$ cat config.mk
export PLATFORM = sky130hd
export DESIGN_NAME = inst_encoder_flat
export DESIGN_NICKNAME = d
export VERILOG_FILES = /design/src/rtl/inst_encoder_pkg.sv /design/src/rtl/inst_encoder_if.sv /design/src/rtl/inst_pack.sv /design/src/rtl/inst_encoder.sv /design/src/flat_wrapper.sv
export SDC_FILE = /design/constraint.sdc
export NUM_CORES = 1
export LEC_CHECK = 0
export ABC_CLOCK_PERIOD_IN_PS = 2900
export BUFFER_PORTS_ARGS = -buffer_cell sky130_fd_sc_hd__buf_2
export CAP_MARGIN = 20
export CORE_MARGIN = 5
export CORE_UTILIZATION = 25
export CTS_BUF_LIST = sky130_fd_sc_hd__clkbuf_2 sky130_fd_sc_hd__clkbuf_4 sky130_fd_sc_hd__clkbuf_8
export CTS_CLUSTER_DIAMETER = 30
export DETAILED_ROUTE_END_ITERATION = 10
export GPL_TIMING_DRIVEN = 0
export SETUP_SLACK_MARGIN = 0.3
export SYNTH_ARGS = -nofsm -noshare
export SYNTH_HDL_FRONTEND = slang
export SYNTH_HIERARCHICAL = 1
export SYNTH_SLANG_ARGS = --single-unit
$ cat constraint.sdc
create_clock -name clk -period 2.9 [get_ports clk]
set_input_delay 0.435 -clock clk [delete_from_list [all_inputs] [get_ports clk]]
set_output_delay 0.435 -clock clk [all_outputs]
set_load 0.01 [all_outputs]
$ cat src/rtl/inst_encoder_pkg.sv
// Shared encoder/decoder definitions: micro-op codes, RV32I opcode/funct
// constants, the canonical NOP, FSM states and field-packing helpers.
package inst_encoder_pkg;

    // Micro-op codes presented on in_op; codes 10..15 are undefined.
    typedef enum logic [3:0] {
        OpAdd  = 4'd0,
        OpSub  = 4'd1,
        OpAnd  = 4'd2,
        OpOr   = 4'd3,
        OpAddi = 4'd4,
        OpLui  = 4'd5,
        OpJal  = 4'd6,
        OpJalr = 4'd7,
        OpSw   = 4'd8,
        OpLw   = 4'd9
    } op_e;

    typedef enum logic [1:0] {
        StIdle = 2'd0,
        StRun  = 2'd1,
        StErr  = 2'd2
    } state_e;

    // RV32I major opcodes
    localparam logic [6:0] OpcOp    = 7'b0110011;
    localparam logic [6:0] OpcOpImm = 7'b0010011;
    localparam logic [6:0] OpcLui   = 7'b0110111;
    localparam logic [6:0] OpcJal   = 7'b1101111;
    localparam logic [6:0] OpcJalr  = 7'b1100111;
    localparam logic [6:0] OpcStore = 7'b0100011;
    localparam logic [6:0] OpcLoad  = 7'b0000011;

    // funct3 / funct7
    localparam logic [2:0] F3AddSub = 3'b000;
    localparam logic [2:0] F3And    = 3'b111;
    localparam logic [2:0] F3Or     = 3'b110;
    localparam logic [2:0] F3Word   = 3'b010;
    localparam logic [2:0] F3Jalr   = 3'b000;
    localparam logic [6:0] F7Base   = 7'b0000000;
    localparam logic [6:0] F7Sub    = 7'b0100000;

    localparam logic [31:0] Nop = 32'h0000_0013;

    function automatic logic [31:0] enc_r(logic [6:0] f7, logic [4:0] rs2, logic [4:0] rs1,
                                          logic [2:0] f3, logic [4:0] rd);
        return {f7, rs2, rs1, f3, rd, OpcOp};
    endfunction

    function automatic logic [31:0] enc_i(logic [11:0] imm, logic [4:0] rs1, logic [2:0] f3,
                                          logic [4:0] rd, logic [6:0] opc);
        return {imm, rs1, f3, rd, opc};
    endfunction

    function automatic logic [31:0] enc_s(logic [11:0] imm, logic [4:0] rs2, logic [4:0] rs1,
                                          logic [2:0] f3);
        return {imm[11:5], rs2, rs1, f3, imm[4:0], OpcStore};
    endfunction

    // j holds imm[20:1]; scattered into the J-type layout.
    function automatic logic [31:0] enc_j(logic [19:0] j, logic [4:0] rd);
        return {j[19], j[9:0], j[10], j[18:11], rd, OpcJal};
    endfunction

endpackage

$ cat src/rtl/inst_encoder_if.sv
// Micro-op input channel and instruction-memory write channel.
// master: drives micro-ops and mem_ready (producer / memory side).
// slave : the encoder (accepts micro-ops, issues writes).
interface inst_encoder_if #(
    parameter int unsigned ADDR_W = 10
);
    logic              in_valid;
    logic              in_ready;
    logic [3:0]        in_op;
    logic [4:0]        in_rd;
    logic [4:0]        in_rs1;
    logic [4:0]        in_rs2;
    logic [31:0]       in_imm;
    logic              mem_valid;
    logic              mem_ready;
    logic [ADDR_W-1:0] mem_addr;
    logic [31:0]       mem_wdata;

    modport master (
        output in_valid, in_op, in_rd, in_rs1, in_rs2, in_imm, mem_ready,
        input  in_ready, mem_valid, mem_addr, mem_wdata
    );

    modport slave (
        input  in_valid, in_op, in_rd, in_rs1, in_rs2, in_imm, mem_ready,
        output in_ready, mem_valid, mem_addr, mem_wdata
    );
endinterface

$ cat src/rtl/inst_pack.sv
// Combinational RV32I field packer and immediate range checker.
// Ports: op/rd/rs1/rs2/imm micro-op fields in; word = encoded instruction,
// ok = op is defined and its immediate is encodable.
module inst_pack
    import inst_encoder_pkg::*;
(
    input  logic [3:0]  op,
    input  logic [4:0]  rd,
    input  logic [4:0]  rs1,
    input  logic [4:0]  rs2,
    input  logic [31:0] imm,
    output logic [31:0] word,
    output logic        ok
);
    logic imm12_fits;
    logic jal_fits;
    logic lui_fits;

    // Sign-extension check: all bits above the field's sign bit match it.
    assign imm12_fits = (&imm[31:11]) || !(|imm[31:11]);
    assign jal_fits   = ((&imm[31:20]) || !(|imm[31:20])) && !imm[0];
    assign lui_fits   = !(|imm[11:0]);

    always_comb begin
        word = Nop;
        ok   = 1'b0;
        unique case (op_e'(op))
            OpAdd: begin word = enc_r(F7Base, rs2, rs1, F3AddSub, rd); ok = 1'b1; end
            OpSub: begin word = enc_r(F7Sub,  rs2, rs1, F3AddSub, rd); ok = 1'b1; end
            OpAnd: begin word = enc_r(F7Base, rs2, rs1, F3And,    rd); ok = 1'b1; end
            OpOr:  begin word = enc_r(F7Base, rs2, rs1, F3Or,     rd); ok = 1'b1; end
            OpAddi: begin
                word = enc_i(imm[11:0], rs1, F3AddSub, rd, OpcOpImm);
                ok   = imm12_fits;
            end
            OpLui: begin
                word = {imm[31:12], rd, OpcLui};
                ok   = lui_fits;
            end
            OpJal: begin
                word = enc_j(imm[20:1], rd);
                ok   = jal_fits;
            end
            OpJalr: begin
                word = enc_i(imm[11:0], rs1, F3Jalr, rd, OpcJalr);
                ok   = imm12_fits;
            end
            OpSw: begin
                word = enc_s(imm[11:0], rs2, rs1, F3Word);
                ok   = imm12_fits;
            end
            OpLw: begin
                word = enc_i(imm[11:0], rs1, F3Word, rd, OpcLoad);
                ok   = imm12_fits;
            end
            default: ;
        endcase
    end
endmodule

$ cat src/rtl/inst_encoder.sv
// Micro-op to RV32I instruction encoder writing sequential words to memory.
// Ports: clk, rst_n (sync, active-low), start/base_addr (begin a run),
// bus (micro-op in, memory write out), count (words written), err (sticky).
module inst_encoder
    import inst_encoder_pkg::*;
#(
    parameter int unsigned ADDR_W = 10
) (
    input  logic              clk,
    input  logic              rst_n,
    input  logic              start,
    input  logic [ADDR_W-1:0] base_addr,
    inst_encoder_if.slave     bus,
    output logic [ADDR_W-3:0] count,
    output logic              err
);
    state_e            state_q, state_d;
    logic              mem_valid_q, mem_valid_d;
    logic [ADDR_W-1:0] mem_addr_q, mem_addr_d;
    logic [31:0]       mem_wdata_q, mem_wdata_d;
    logic [ADDR_W-3:0] widx_q, widx_d;   // next write word index
    logic [ADDR_W-3:0] count_q, count_d;
    logic              err_q, err_d;
    logic              in_ready;
    logic              accept;
    logic [31:0]       pack_word;
    logic              pack_ok;
    logic              unused_base;

    assign unused_base = ^base_addr[1:0];

    inst_pack u_pack (
        .op   (bus.in_op),
        .rd   (bus.in_rd),
        .rs1  (bus.in_rs1),
        .rs2  (bus.in_rs2),
        .imm  (bus.in_imm),
        .word (pack_word),
        .ok   (pack_ok)
    );

    assign in_ready = (state_q == StRun) && (!mem_valid_q || bus.mem_ready);
    assign accept   = bus.in_valid && in_ready;

    always_comb begin
        state_d     = state_q;
        mem_valid_d = mem_valid_q;
        mem_addr_d  = mem_addr_q;
        mem_wdata_d = mem_wdata_q;
        widx_d      = widx_q;
        count_d     = count_q;
        err_d       = err_q;

        if (mem_valid_q && bus.mem_ready) begin
            mem_valid_d = 1'b0;
        end

        if (start) begin
            // Restart discards any undrained entry.
            state_d     = StRun;
            mem_valid_d = 1'b0;
            widx_d      = base_addr[ADDR_W-1:2];
            count_d     = '0;
            err_d       = 1'b0;
        end else if (accept) begin
            if (pack_ok) begin
                // Reload in the same cycle as a drain keeps full throughput.
                mem_valid_d = 1'b1;
                mem_addr_d  = {widx_q, 2'b00};
                mem_wdata_d = pack_word;
                widx_d      = widx_q + 1'b1;
                count_d     = count_q + 1'b1;
            end else begin
                state_d = StErr;
                err_d   = 1'b1;
            end
        end
    end

    always_ff @(posedge clk) begin
        if (!rst_n) begin
            state_q     <= StIdle;
            mem_valid_q <= 1'b0;
            mem_addr_q  <= '0;
            mem_wdata_q <= '0;
            widx_q      <= '0;
            count_q     <= '0;
            err_q       <= 1'b0;
        end else begin
            state_q     <= state_d;
            mem_valid_q <= mem_valid_d;
            mem_addr_q  <= mem_addr_d;
            mem_wdata_q <= mem_wdata_d;
            widx_q      <= widx_d;
            count_q     <= count_d;
            err_q       <= err_d;
        end
    end

    assign bus.in_ready  = in_ready;
    assign bus.mem_valid = mem_valid_q;
    assign bus.mem_addr  = mem_addr_q;
    assign bus.mem_wdata = mem_wdata_q;
    assign count         = count_q;
    assign err           = err_q;
endmodule

$ cat src/flat_wrapper.sv
// flat-port wrapper written by rule: the top's interface ports become plain ports
module inst_encoder_flat import inst_encoder_pkg::*;
#(
    parameter int unsigned ADDR_W = 10
)
  (clk, rst_n, start, base_addr, count, err, bus_in_valid, bus_in_op, bus_in_rd, bus_in_rs1, bus_in_rs2, bus_in_imm, bus_mem_ready, bus_in_ready, bus_mem_valid, bus_mem_addr, bus_mem_wdata);
  inst_encoder_if #(.ADDR_W(ADDR_W)) bus_i ();
  input  logic clk;
  input  logic rst_n;
  input  logic start;
  input  logic [ADDR_W-1:0] base_addr;
  output logic [ADDR_W-3:0] count;
  output logic err;
  input wire logic [$bits(bus_i.in_valid)-1:0] bus_in_valid;
  input wire logic [$bits(bus_i.in_op)-1:0] bus_in_op;
  input wire logic [$bits(bus_i.in_rd)-1:0] bus_in_rd;
  input wire logic [$bits(bus_i.in_rs1)-1:0] bus_in_rs1;
  input wire logic [$bits(bus_i.in_rs2)-1:0] bus_in_rs2;
  input wire logic [$bits(bus_i.in_imm)-1:0] bus_in_imm;
  input wire logic [$bits(bus_i.mem_ready)-1:0] bus_mem_ready;
  output wire logic [$bits(bus_i.in_ready)-1:0] bus_in_ready;
  output wire logic [$bits(bus_i.mem_valid)-1:0] bus_mem_valid;
  output wire logic [$bits(bus_i.mem_addr)-1:0] bus_mem_addr;
  output wire logic [$bits(bus_i.mem_wdata)-1:0] bus_mem_wdata;
  assign bus_i.in_valid = bus_in_valid;
  assign bus_i.in_op = bus_in_op;
  assign bus_i.in_rd = bus_in_rd;
  assign bus_i.in_rs1 = bus_in_rs1;
  assign bus_i.in_rs2 = bus_in_rs2;
  assign bus_i.in_imm = bus_in_imm;
  assign bus_i.mem_ready = bus_mem_ready;
  assign bus_in_ready = bus_i.in_ready;
  assign bus_mem_valid = bus_i.mem_valid;
  assign bus_mem_addr = bus_i.mem_addr;
  assign bus_mem_wdata = bus_i.mem_wdata;
  inst_encoder #(.ADDR_W(ADDR_W)) u_core (.clk(clk), .rst_n(rst_n), .start(start), .base_addr(base_addr), .bus(bus_i), .count(count), .err(err));
endmodule
Word level (Yosys, flattened, before mapping):

Cells that the tools add are included.

* reduce and logical (&&, ||, !) cells: 28
* equal/unequal tests: 11
* add/sub/neg operators: 2
* mux-type cells: 11
* bitwise gates (word level): 3

Operators by type and width (count)
* $pmux 32 s10: 1
* $mux 8: 3
* $reduce_or 12->1: 2
* $reduce_and 21->1: 1
* $reduce_or 21->1: 1
* $add 8x1->8 const B: 2
* $eq 4x3->1 const B: 4
* $reduce_and 12->1: 1
* $eq 4x2->1 const B: 2
* $eq 4x4->1 const B: 2
* $reduce_and 2->1: 4
* $reduce_or 4->1: 2
* $mux 1: 6
* $logic_not 1->1: 5
* $eq 4x1->1 const B: 1
* $logic_and 1x1->1: 4
* $logic_not 4->1: 1
* $pmux 1 s4: 1
* $reduce_bool 2->1: 2
* $logic_or 1x1->1: 3
* $not 1->1: 3
* $reduce_and 3->1: 1
* $eq 2x1->1 const B: 1
* $ne 2x2->1 const B: 1
* $reduce_or 2->1: 1

* output and inout port bits: 53
* logic and storage cells: 62
* input port bits: 66
* register bits after elaboration: 59

Logic depth before layout (Yosys ltp):

Gate-level depths: netlist of the first run.

* word-level depth: 8
* gate-level depth with buffers: 11
* depth with buffers taken out: 8

Hierarchy:

Netlist of the first run, hierarchy kept.

Modules (own cells, without submodules)
* inst_encoder: instances 1, area an instance 2427.3 um^2, sequential area each 1181.1 um^2, cells each 287
* inst_pack: instances 1, area an instance 863.3 um^2, sequential area each 0.0 um^2, cells each 140

Worst setup path after synthesis of the first run:

No wires, ideal clock.

* kind: input to register
* from: in bus_in_op[3]
* to: reg u_core.count_q[6] (netlist: u_core/count[6])
* path slack: 0.364 ns
* required time: 2.841 ns
* arrival: 2.477 ns
* library setup time: 0.059 ns
* cell stages on the path: 9
* path buffers: 1
* path through: buf_6 -> or3b_1 -> a21oi_1 -> a21oi_1 -> o211ai_2 -> nand2_1 -> or4b_4 -> or4_1 -> nand2_1

* cells in the longest elaborated chain, start to end: 4
* elaborated cells between the ends (all ways): 14
* classes of those cells: eq/ne (9); mux (1); reduce/logical (4)

RTL lines
* start, declared: RTL line flat_wrapper.sv:15 `input wire logic [$bits(bus_i.in_op)-1:0] bus_in_op;`
* $eq 4x4->1 (tied with other cells): RTL line inst_pack.sv:27 `unique case (op_e'(op))`
* $reduce_or 4->1 (no source line)
* $pmux 1 s4 (*): RTL line inst_pack.sv:27
* net u_core.pack_ok: RTL line inst_encoder.sv:27 `logic pack_ok;`
* $reduce_and 2->1 (no source line) (*)
* end signal, assigned: RTL line inst_encoder.sv:95 `count_q <= count_d;`
* end, declared: RTL line inst_encoder.sv:22 `logic [ADDR_W-3:0] count_q, count_d;`

Mark *: on every way through the listed nets, which the timed path passes. The rest lies on a longest branch.
A chain may end at the register's enable or synchronous reset.

Final worst setup path of the first run:

* from: in bus_in_op[2]
* to: reg u_core.count_q[7] (netlist: u_core/count[7])

Same word-level chain as after synthesis.

==> flow_metrics.env, run 1 <==
export IMPL_slew_violations=0
export IMPL_place_worst_setup_slack_ns=-0.244
export IMPL_htree_levels=3
export IMPL_postSynthCellCount=427
export IMPL_ant_nets=0
export IMPL_rows=42
export IMPL_ir_drop_mv=0.147
export IMPL_layout_drive_gt1_share_pct=29.5
export IMPL_avgSynthCellArea_um2=7.71
export IMPL_layout_nets=621
export IMPL_setup_ws_ns=0.470
export IMPL_required_ns=3.17
export IMPL_grt_first_pass_wirelength_um=17900
export IMPL_layout_min_cycle_time_ns=2.43
export IMPL_power_density_nw_per_um2=416
export IMPL_fp_dieW_um=125
export IMPL_crit_path_end_kind="flop"
export IMPL_yosysWarnings=6
export IMPL_ys_async_sr_fraction_pct=0
export IMPL_cts_buffers=9
export IMPL_totalPowerFinal_mw=1.78
export IMPL_via_per_inst=4.78
export IMPL_ys_seq_elements=59
export IMPL_clock_skew_ns=0.00518
export IMPL_die_y_um=125
export IMPL_path_clk_slew_ns=0.07
export IMPL_hold_viol=0
export IMPL_drtIter0Drc=169
export IMPL_wire_per_inst_um=15.3
export IMPL_placement_io_buffers=112
export IMPL_dpl_hpwl_um=8970
export IMPL_cts_buffer_depth=2
export IMPL_synth_most_common_cell="nand2_1"
export IMPL_worst_pin_slew_ns=0.603
export IMPL_grt_setup_unrepaired="false"
export IMPL_hold_path_class="input port to flop"
export IMPL_synth_area_leader_cell="dfxtp_1"
export IMPL_synth_top_area_share_pct=35.9
export IMPL_core_um2=13100
export IMPL_synth_area_um2=3290
export IMPL_grt_overflow_total=0
export IMPL_drcViolationCount=0
export IMPL_synth_edf_count=0
export IMPL_fmax_ghz=0.411
export IMPL_multi_input_area_um2=1920
export IMPL_via_count=3514
export IMPL_tns_ns=0
export IMPL_utilization_pct=32.7
export IMPL_p_leak_nw=1.76
export IMPL_crit_fanout=10
export IMPL_cts_tree="built"
export IMPL_synth_common_cells="nand2_1 (107), dfxtp_1 (59), a21boi_1 (27)"
export IMPL_routabilityCongestion=0.881
export IMPL_status="finished, final reports clean"
export IMPL_max_stage_delay_ns=0.46
export IMPL_worstPathCellList="buf_2, buf_6, nand2b_1, nor2_2, a41oi_1, o211ai_2, buf_4, nand3_1, or4_4, or3_1, a21oi_1"
export IMPL_dr_pass1_iters=4
export IMPL_wirelength_um=11200
export IMPL_synth_cell_types=56
export IMPL_setup_viol=0
export IMPL_slew_headroom_pct=59.6
export IMPL_io_pins=119
export IMPL_areaGrowthSynthToFinish_pct=30.1
export IMPL_fill_cells=1413
export IMPL_synth_ff_type="dfxtp_1"
export IMPL_cap_violations=0
export IMPL_grt_total_usage_pct=14.4
export IMPL_dieArea_um2=15600
export IMPL_start_util_pct=25.1
export IMPL_finalCritPeriodShare_pct=83.8
export IMPL_clk_latency_ns=0.34
export IMPL_antenna_found_initial=2
export IMPL_critical_path_slowest_cell="or4_4"
export IMPL_cts_root_buf="clkbuf_8"
export IMPL_seq_area_frac_synth_pct=35.9
export IMPL_cp_start_kind="input port"
export IMPL_area_sequential_um2=1180
export IMPL_critPathKind="input port to flop"
export IMPL_hold_buffers=0
export IMPL_clkSinkCount=59
export IMPL_fin_area_um2=4280
export IMPL_yosys_top_cells_area="dfxtp_1 (36%), nand2_1 (12%), a21boi_1 (6.2%), a21boi_0 (4.3%), o21ai_0 (3.0%)"
export IMPL_grt_max_degree=11
export IMPL_cp_arrival_ns=2.70
export IMPL_grt_pass1_vias=3561
export IMPL_placed_cell_area_um2=4080
repair_timing:
item / in CTS / in global routing
pin swaps: 1 / 1
cloned: 0 / 0
resized for setup: 1 / 12
setup endpoints to repair: 40 / 40
setup buffers: 1 / 0
layout by cell type (no fill, tap or decap), types with 2 or more instances in the layout:
master	synthesis	routed
xnor2_1	6	6
nor2_2	3	3
buf_4	4	5
buf_6	6	6
o21ai_0	20	20
clkbuf_2	0	4
nor2b_1	3	3
conb_1	2	4
inv_2	2	2
and3_1	2	2
dfxtp_1	59	59
diode_2	0	3
o21ai_1	10	10
a21boi_1	27	27
clkbuf_1	14	9
nor4_1	12	11
a22oi_1	11	11
nor2_1	19	19
nor3_1	3	3
nand2b_1	2	2
inv_1	7	7
mux2i_1	3	3
a31oi_1	4	4
a32oi_1	2	2
ha_1	2	2
a21boi_0	19	19
buf_2	4	117
nand4_1	7	7
nand3_1	6	6
o211ai_1	2	2
or3_1	7	7
a21oi_1	14	14
nand2_1	107	106
a22o_1	7	7
a2bb2oi_1	5	5
o21a_1	2	2
clkbuf_8	0	11
or4_1	3	3
final timing paths:
path / start / cells after the start / slack, ns / end
max: bus_in_op[2] / 11 / 0.47 / u_core/count[7]
min: base_addr[5] / 3 / 0.38 / u_core/widx_q[3]
max reg2reg: u_core/err / 5 / 1.13 / u_core/widx_q[6]
min reg2reg: u_core/bus.mem_wdata[9] / 2 / 0.45 / u_core/bus.mem_wdata[9]
logic make-up after synthesis:
logic type | share of synthesized area [%]
other | 0.228
buffers and inverters | 6.31
xor gates and xnor gates | 2.09
muxes | 0.913
DFF | 35.9
and+or+nand+nor | 26.8
AOI/OAI and AO/OA | 27.0
adders and majority gates | 0.760
worst max-delay path, delay by kind of cell:
family | cells | cell delay [ns]
and+or+nand+nor | 5 | 1.37
AOI/OAI and AO/OA | 3 | 0.45
buffers and inverters | 3 | 0.45
power by group:
group,internal [mW],switching (mW)
logic,0.116,0.151
registers,0.823,0.0125
clock network,0.355,0.321
total,1.29,0.485
flip-flops by register name (all words and copies together), names as in the netlist:
register              flops
u_core/err                1
u_core/bus.mem_valid      1
u_core/bus.mem_addr       8
u_core/bus.mem_wdata     32
u_core/count              8
u_core/widx_q             8
u_core/state_q            1
layer usage:
metal  global-route usage [%]  part of all wire [%]  vias to the layer above  wire [um]
met3                     3.73                   5.8                       18        647
met5                        0                     0                        -          0
met1                     17.9                    45                     1642       5010
li1                         -                     -                     1754          -
met4                     6.58                   2.3                        0        262
met2                     23.4                    47                      100       5290
per-stage QoR:
step | hold slack, ns | cells
finish | 0.379 | 735
detailed placement | 0.444 | 717
global route | 0.399 | 735
floorplan | 0.436 | 429
CTS | 0.355 | 732
global placement | 0.441 | 717
cell type report:
class	instances	area share [%]
Multi-Input combinational cell	332	44.8
Timing Repair Buffer	113	13.3
Buffer	28	4.12
Sequential cell	59	27.6
Inverter	10	0.877
Antenna cell	3	0.175
Clock inverter	2	0.292
Clock buffer	12	3.71
Tap cell	176	5.14
No activity file was read; power rests on OpenSTA's default activity.
==> inputs of run 2 (changes only) <==
ABC_AREA = 1   (was not set)
ABC_CLOCK_PERIOD_IN_PS = 2100   (was 2900)
clock period = 2.1 ns   (was 2.9 ns; I/O delays follow)
==> flow_metrics.env, run 2 <==
export IMPL_status="finished, final reports clean"
export IMPL_rows=42
export IMPL_ys_async_sr_fraction_pct=0
export IMPL_tns_ns=0
export IMPL_drtIter0Drc=329
export IMPL_yosys_area_share_simple_pct=38.8
export IMPL_fp_dieW_um=125
export IMPL_finalCritPeriodShare_pct=79.6
export IMPL_cp_startpoint="bus_in_op[2]"
export IMPL_r2r_start="u_core/err"
export IMPL_clock_skew_ns=0.00702
export IMPL_placed_cell_area_um2=4120
export IMPL_crit_end="u_core/bus.mem_wdata[28]"
export IMPL_postSynthCellCount=529
export IMPL_max_stage_delay_ns=0.21
export IMPL_cts_buffers=9
export IMPL_num_antenna_cells=0
export IMPL_yosys_area_share_adder_pct=0.753
export IMPL_path_clk_slew_ns=0.07
export IMPL_p_comb_share_pct=13.9
export IMPL_p_seq_share_pct=42.8
export IMPL_yosysWarnings=6
export IMPL_power_switching_uw=724
export IMPL_synth_top_area_share_pct=35.6
export IMPL_cts_tree="built"
export IMPL_critical_path_slowest_cell="buf_4"
export IMPL_layout_common_cells="nor2_1 (134), nand2_1 (121), buf_2 (116), dfxtp_1 (59), o21ai_0 (53)"
export IMPL_grt_first_pass_wirelength_um=17400
export IMPL_synth_common_cells="nor2_1 (136), nand2_1 (122), o21ai_0 (61)"
export IMPL_layout_nets=725
export IMPL_core_um2=13100
export IMPL_synth_top_family_by_area="simple AND/OR/NAND/NOR gates"
export IMPL_dr_pass1_iters=4
export IMPL_clk_latency_ns=0.33
export IMPL_start_util_pct=25.3
export IMPL_antenna_found_initial=0
export IMPL_hold_path_class="input port to flop"
export IMPL_fmax_ghz=0.598
export IMPL_grt_max_degree=12
export IMPL_ys_seq_elements=59
export IMPL_holdWs_ns=0.316
export IMPL_dieArea_um2=15700
export IMPL_totalPowerFinal_mw=2.71
export IMPL_grt_pass1_vias=3481
export IMPL_largest_reg_flops=32
export IMPL_grt_total_usage_pct=13.7
export IMPL_p_clk_share_pct=43.3
export IMPL_layout_min_cycle_time_ns=1.67
export IMPL_internal_power_mw=1.99
export IMPL_critPathBufInv=4
export IMPL_power_density_nw_per_um2=615
export IMPL_setup_ws_ns=0.428
export IMPL_grt_setup_unrepaired="true"
export IMPL_crit_fanout=10
export IMPL_wire_per_inst_um=12.7
export IMPL_drcViolationCount=0
export IMPL_cap_violations=0
export IMPL_r2r_cells=7
export IMPL_synth_xor_area_share_pct=0.264
export IMPL_clkSinkCount=59
export IMPL_fin_area_um2=4410
export IMPL_seq_area_frac_synth_pct=35.6
export IMPL_p_leak_nw=2.16
export IMPL_synth_ff_type="dfxtp_1"
export IMPL_slew_violations=0
export IMPL_synth_most_common_cell="nor2_1"
export IMPL_dpl_cell_count=820
export IMPL_crit_path_end_kind="flop"
export IMPL_worstPathCellList="buf_2, inv_2, nor2_4, buf_4, nand2_4, nand4_4, nand2_1, nand3_4, nand4_4, buf_4, o21ai_0, nor2_1"
export IMPL_setup_viol=0
export IMPL_placement_io_buffers=113
export IMPL_synth_edf_count=0
export IMPL_utilization_pct=33.6
export IMPL_synth_cell_types=35
export IMPL_required_ns=2.32
export IMPL_layout_drive_gt1_share_pct=26.7
export IMPL_instances_no_fill=838
export IMPL_routabilityCongestion=0.869
export IMPL_htree_levels=3
export IMPL_cts_buffer_depth=2
export IMPL_synth_compound_area_share_pct=14.0
export IMPL_ant_nets=0
export IMPL_avgSynthCellArea_um2=6.28
export IMPL_hold_viol=0
export IMPL_cp_start_kind="input port"
export IMPL_place_worst_setup_slack_ns=-0.359
export IMPL_path_depth=12
export IMPL_critPathKind="input port to flop"
export IMPL_io_pins=119
export IMPL_cp_arrival_ns=1.90
export IMPL_yosys_top_cells_area="dfxtp_1 (36%), nor2_1 (15%), nand2_1 (14%), o21ai_0 (9.2%), inv_1 (5.1%)"
export IMPL_dpl_hpwl_um=8640
export IMPL_synth_area_um2=3320
export IMPL_final_common_cell="nor2_1"
export IMPL_grt_overflow_total=0
export IMPL_reg2reg_to="u_core/bus.mem_wdata[28]"
export IMPL_via_count=3594
export IMPL_synth_area_leader_cell="dfxtp_1"
export IMPL_ir_drop_mv=0.230
export IMPL_die_y_um=125
export IMPL_via_per_inst=4.29
export IMPL_cts_root_buf="clkbuf_8"
export IMPL_critPathTopFamily="simple AND/OR/NAND/NOR gates"
export IMPL_wirelength_um=10700
export IMPL_r2r_slack_ns=0.69
export IMPL_areaGrowthSynthToFinish_pct=32.8
export IMPL_synthMuxAreaShare_pct=0
export IMPL_swShare_pct=26.7
[run 2: cell count changes after synthesis, sizes merged, moves of 6 or more]
cell and delta:
nor2 +119, a21boi -46, inv +43, o21ai +35, nand2 +21, nand3 +19
nor4 -12, a22oi -11, or3 -8, a22o -6, clkbuf -6
[run 2: layout make-up]
class                      instances  area (um^2)
buffer                            21          148
clock buffer                      10          138
clock inverter                     6         88.8
fill                            1490         8730
inverter                          55          209
multi-input combinational        396         1840
sequential                        59         1180
tap                              176          220
timing repair buffer             115          583
[run 2: worst reg2reg max path: cells and delay by family (launching register included)]
family	cells	cell delay, ns
AO/OA/AOI/OAI	1	0.18
buffers and inverters	2	0.29
flip-flops	1	0.33
AND/OR/NAND/NOR	4	0.49
[run 2: kinds of logic (layout without fill, tap and decap cells)]
| family | Yosys count | after routing |
|---|---|---|
| compound gates | 86 | 86 |
| simple gates | 303 | 303 |
| buf+inv | 76 | 207 |
| fa+ha+maj | 2 | 2 |
| xor+xnor | 1 | 1 |
| other cells | 2 | 4 |
| flops | 59 | 59 |
[run 2: worst min path at each step]
stage / from / end / slack [ns] / cells after the start
after detailed placement: u_core/bus.mem_wdata[21] / u_core/bus.mem_wdata[21] / 0.47 / 2
after global routing: base_addr[7] / u_core/widx_q[5] / 0.32 / 5
after CTS: base_addr[7] / u_core/widx_q[5] / 0.30 / 5
final: base_addr[7] / u_core/widx_q[5] / 0.32 / 5
after floorplan: u_core/state_q[0] / u_core/state_q[0] / 0.45 / 2
after global placement: u_core/bus.mem_wdata[2] / u_core/bus.mem_wdata[2] / 0.46 / 2
[run 2: power by group through the flow]
stage	Sequential, mW	Clock, mW	Combinational [mW]
6_report	1.16	1.18	0.378
5_1_grt	1.16	1.25	0.429
4_1_cts	1.16	1.21	0.371
3_5_place_dp	1.19	0	0.366
3_3_place_gp	1.19	0	0.367
2_1_floorplan	1.19	0	0.204
[run 2: layer usage]
layer / global-route usage, % / vias to the layer above / wire, um
met4: 4.08 / 0 / 195
met1: 17.7 / 1553 / 4960
met3: 4.26 / 12 / 786
met5: 0 / - / 0
li1: - / 1914 / -
met2: 21.9 / 115 / 4710
[run 2: repair_timing]
action                                 in CTS  in global routing
setup buffers                               1                  1
endpoints found under the hold margin       0                  0
hold buffers                                0                  0
gates resized for setup                     7                 21
pin swaps                                   1                  2
setup endpoints to repair                  57                 55
